===== config.mk =====
export PLATFORM = sky130hd
export DESIGN_NAME = addr_route_ctrl
export DESIGN_NICKNAME = d
export VERILOG_FILES = /design/src/rtl/addr_route_ctrl.sv
export SDC_FILE = /design/constraint.sdc
export NUM_CORES = 1
export LEC_CHECK = 0
export ABC_CLOCK_PERIOD_IN_PS = 6500
export CORE_MARGIN = 2
export CORE_UTILIZATION = 32
export CTS_BUF_LIST = sky130_fd_sc_hd__clkbuf_2 sky130_fd_sc_hd__clkbuf_4 sky130_fd_sc_hd__clkbuf_8
export DETAILED_ROUTE_END_ITERATION = 6
export PLACE_DENSITY_LB_ADDON = 0.1
export SYNTH_ARGS = -nofsm -noshare
export SYNTH_HDL_FRONTEND = slang
export SYNTH_SLANG_ARGS = --single-unit

===== constraint.sdc =====
create_clock -name clk -period 6.5 [get_ports clk]
set_input_delay 0.65 -clock clk [delete_from_list [all_inputs] [get_ports clk]]
set_output_delay 0.65 -clock clk [all_outputs]
set_load 0.02 [all_outputs]

===== src/rtl/addr_route_ctrl.sv =====
// Request router between a single master and a shared slave channel.
// Forwards decoded requests in order, locks the target slave while transactions are in flight, and answers decode misses locally.
module addr_route_ctrl #(
  parameter int unsigned AddrWidth      = 32,
  parameter int unsigned SelWidth       = 2,
  parameter int unsigned MaxOutstanding = 8
) (
  input  logic                 clk,
  input  logic                 rst_n,
  input  logic                 req_valid,
  output logic                 req_ready,
  input  logic [AddrWidth-1:0] req_addr,
  output logic [AddrWidth-1:0] dec_addr,
  input  logic [SelWidth-1:0]  dec_sel,
  input  logic                 dec_valid,
  input  logic                 dec_error,
  output logic                 mst_valid,
  input  logic                 mst_ready,
  output logic [SelWidth-1:0]  mst_sel,
  output logic [AddrWidth-1:0] mst_addr,
  input  logic                 slv_rsp_valid,
  output logic                 slv_rsp_ready,
  input  logic                 slv_rsp_err,
  output logic                 rsp_valid,
  input  logic                 rsp_ready,
  output logic                 rsp_err,
  output logic                 busy,
  output logic                 proto_err
);

  localparam int unsigned CntW = $clog2(MaxOutstanding + 1);
  localparam logic [CntW-1:0] MaxCnt = CntW'(MaxOutstanding);

  typedef enum logic {
    RUN     = 1'b0,
    ERR_RSP = 1'b1
  } state_t;

  state_t              r_state;
  state_t              w_state_nxt;
  logic [CntW-1:0]     r_cnt;
  logic [SelWidth-1:0] r_cur_sel;
  logic                r_en;
  logic                r_proto_err;

  logic w_cnt_zero;
  logic w_fwd;
  logic w_req_hs;
  logic w_rsp_hs;
  logic w_unexp;

  assign dec_addr = req_addr;
  assign mst_addr = req_addr;
  assign mst_sel  = dec_sel;

  assign w_cnt_zero = (r_cnt == '0);
  // dec_error wins over dec_valid; a different target is held until the pipe drains.
  assign w_fwd = r_en & req_valid & dec_valid & ~dec_error
               & (w_cnt_zero | (dec_sel == r_cur_sel))
               & (r_cnt < MaxCnt);

  assign w_req_hs = mst_valid & mst_ready;
  assign w_rsp_hs = slv_rsp_valid & slv_rsp_ready;

  assign busy      = ~w_cnt_zero | (r_state == ERR_RSP);
  assign proto_err = r_proto_err;

  // NOTE: every output of this block gets a default first, so no path leaves a value unassigned and no latch is inferred.
  always_comb begin
    w_state_nxt   = r_state;
    req_ready     = 1'b0;
    mst_valid     = 1'b0;
    slv_rsp_ready = 1'b0;
    rsp_valid     = 1'b0;
    rsp_err       = 1'b0;
    w_unexp       = 1'b0;
    unique case (r_state)
      RUN: begin
        if (r_en) begin
          mst_valid     = w_fwd;
          req_ready     = w_fwd & mst_ready;
          rsp_valid     = slv_rsp_valid & ~w_cnt_zero;
          rsp_err       = slv_rsp_err;
          slv_rsp_ready = rsp_ready & ~w_cnt_zero;
          if (req_valid && dec_error && w_cnt_zero) begin
            req_ready   = 1'b1;
            w_state_nxt = ERR_RSP;
          end
        end
        // Late responses right after reset also land here and are flagged.
        w_unexp = slv_rsp_valid & w_cnt_zero;
      end
      ERR_RSP: begin
        rsp_valid = 1'b1;
        rsp_err   = 1'b1;
        if (rsp_ready) w_state_nxt = RUN;
      end
      default: w_state_nxt = RUN;
    endcase
  end

  // NOTE: state registers use non-blocking assignments so every flop samples pre-edge values, independent of statement order.
  always_ff @(posedge clk or negedge rst_n) begin
    if (!rst_n) begin
      r_state     <= RUN;
      r_cnt       <= '0;
      r_cur_sel   <= '0;
      r_en        <= 1'b0;
      r_proto_err <= 1'b0;
    end else begin
      r_state <= w_state_nxt;
      r_en    <= 1'b1;
      if (w_unexp) r_proto_err <= 1'b1;
      if (w_req_hs) r_cur_sel <= dec_sel;
      if (w_req_hs && !w_rsp_hs) begin
        r_cnt <= r_cnt + 1'b1;
      end else if (w_rsp_hs && !w_req_hs) begin
        r_cnt <= r_cnt - 1'b1;
      end
    end
  end

endmodule


==> flow_metrics.tcl <==
set metrics [dict create \
    area_delta_synth_final_pct -20.1 \
    initial_core_util 0.331 \
    clock_sinks 9 \
    cap_violations 0 \
    maxSlewViolCount 0 \
    max-clock-path-buffers 2 \
    power_density_mw_per_mm2 322 \
    pre_cts_ws_ps 3190 \
    core_area_mm2 0.00334 \
    drive_gt1_frac 0.120 \
    grt_pass1_vias 667 \
    multi_input_area_um2 372 \
    rsz0062_at_grt "false" \
    async_flop_share 1.00 \
    drt_iter0_drc 27 \
    cts-root-buf "clkbuf_4" \
    cts_tree "done" \
    hold_ws_ps 475 \
    die_width_um 62.7 \
    cts_resized 0 \
    clk_pin_slew_worst_paths_ps 60 \
    ys_ff_latch 9 \
    nets 131 \
    viasPerCell 4.38 \
    vias 565 \
    cts_buffers 3 \
    diodes 0 \
    port-buffer-count 19 \
    cp.arrival_ps 2420 \
    end_kind "output port" \
    grt_pass1_wl_um 3010 \
    syn_nets 174 \
    synthDistinctLibCells 28 \
    post-route-drc-count 0 \
    worst_slack_ps 3430 \
    setup_viol 0 \
    status "finished, final reports clean" \
    ys_seq_area_frac 0.204 \
    htree_levels 1 \
    internal_power_mw 0.170 \
    peakVddDrop_mv 0.113 \
    syn-cell-area_mm2 0.00110 \
    grt_use_total 0.0956 \
    finalSetupTns_ps 0 \
    ant_nets 0 \
    num_rows 21 \
    cts_hold_buf 0 \
    hold_viol 0 \
    dpl.cell_count 125 \
    p_leak_nw 0.333 \
    swShare 0.400 \
    grt_max_degree 11 \
    fin_skew_ps 3.84 \
    layout_min_cycle_time_ps 3070 \
    synth_edf_count 0 \
    gp_congestion 0.798 \
    antenna_found_initial 0 \
    p_sw_mw 0.114 \
    synthFlopType "dfrtp_1" \
    synthCells 127 \
    clock.fmax_mhz 325 \
    num-fill-cells 373 \
    finalPower_mw 0.284 \
    clock_latency_ps 260 \
    fin_crit_sh 0.473 \
    instances_no_fill 129 \
    hp-class "reg -> reg" \
    required_ps 5850 \
    startpoint_type "input pin" \
    path_class "in -> out" \
    die_y_um 62.7 \
    ioPinCount 116 \
    grt_overflow 0 \
    dr.pass1.iters 4 \
    synth_top_area_frac 0.449 \
    synthTopCellsByArea "buf_4 45%, dfrtp_1 20%, ha_1 3.4%" \
    routed_wl_um 1690 \
    ys_warn_count 0 \
    p_comb_frac 0.465 \
    die_area_mm2 0.00393 \
    hpwl_um 1400 \
    critPathMaxFanout 3 \
    avgSynthCellArea_um2 8.69 \
    wl_per_cell_um 13.1 \
    seqPwrFrac 0.367 \
    yosysTopAreaCell "buf_4" \
    p_clk_frac 0.167 \
    seqCellArea_um2 225 \
    cts_setup_buffers 0 \
]
## synth_stat cells, types with 3 or more instances
library cell and instances:
buf_4 66, xnor2_1 4, a21oi_1 3, o21ai_0 3, ha_1 3, nand2_1 8, nand3_1 5, dfrtp_1 9
## kinds of logic after synthesis
logic type,after synthesis,synth area share
other cells,1,0.00340
buf+inv,69,0.459
mux,4,0.0397
xor+xnor,4,0.0317
flops,9,0.204
simple gates,26,0.151
fa+ha+maj,4,0.0522
compound gates,10,0.0589
## layer usage
layer  global-route usage  wire, um  share of wire
met5                    0         0              0
met4               0.0806       116          0.069
met3               0.0450       115          0.068
met2                0.142       780           0.46
met1                0.102       676           0.40
## worst max-delay path: stages
cell,delay (ps)
clkdlybuf4s50_1,430
nor4b_2,400
nand2_1,120
o21ai_0,190
clkdlybuf4s50_1,630
## placed cells by master, fill, tap and decap left out
master / n
clkdlybuf4s50_1: 19
dfrtp_1: 9
nand2_1: 8
nand3_1: 5
xnor2_1: 4
clkbuf_4: 4
a21oi_1: 3
o21ai_0: 3
ha_1: 3
and3_1: 2
nor2_1: 2
inv_1: 2
or4_1: 2
o211ai_1: 2
mux2_1: 2
nor4_4: 1
nor4b_2: 1
and4_4: 1
mux2_2: 1
nand3b_1: 1
or3_1: 1
mux2i_1: 1
a2111o_1: 1
nor3_1: 1
nand3_2: 1
a31o_2: 1
fa_1: 1
conb_1: 1
## registers in the layout, summed over array words and instances (netlist names)
| register | flops |
|---|---|
| r_cnt | 4 |
| proto_err | 1 |
| r_cur_sel | 2 |
| r_state | 1 |
| r_en | 1 |
## through the flow
stage	area, um^2	utilization
finish	882	0.264
global route	882	0.264
global placement	852	0.255
CTS	882	0.264
detailed placement	852	0.255
floorplan	1100	-
## cell type report
type                    count  share of cell area
repair buffers             19               0.216
inverters                   2             0.00851
clock buffers               4              0.0340
well taps                  46              0.0652
flip-flops and latches      9               0.255
multi-input cells          49               0.421
## final timing paths
check	from	end	slack, ps	depth (start not counted)
setup / recovery	dec_error	req_ready	3430	5
max in group asynchronous	rst_n	r_cur_sel[0]$_DFFE_PN0P_	5500	1
hold reg to reg	proto_err$_DFFE_PN0P_	proto_err$_DFFE_PN0P_	470	1
min in group asynchronous	rst_n	proto_err$_DFFE_PN0P_	700	1
hold / removal	proto_err$_DFFE_PN0P_	proto_err$_DFFE_PN0P_	470	1
setup reg to reg	r_cnt[0]$_DFFE_PN0P_	r_cnt[3]$_DFFE_PN0P_	3600	9
## power by group through the flow
stage	combinational [mW]	clock, mW	sequential (mW)
5_1_grt	0.147	0.0531	0.109
3_3_place_gp	0.134	0	0.106
4_1_cts	0.134	0.0507	0.105
6_report	0.132	0.0475	0.104
3_5_place_dp	0.133	0	0.106
2_1_floorplan	0.148	0	0.101
Power figures use the tool's default switching activity.
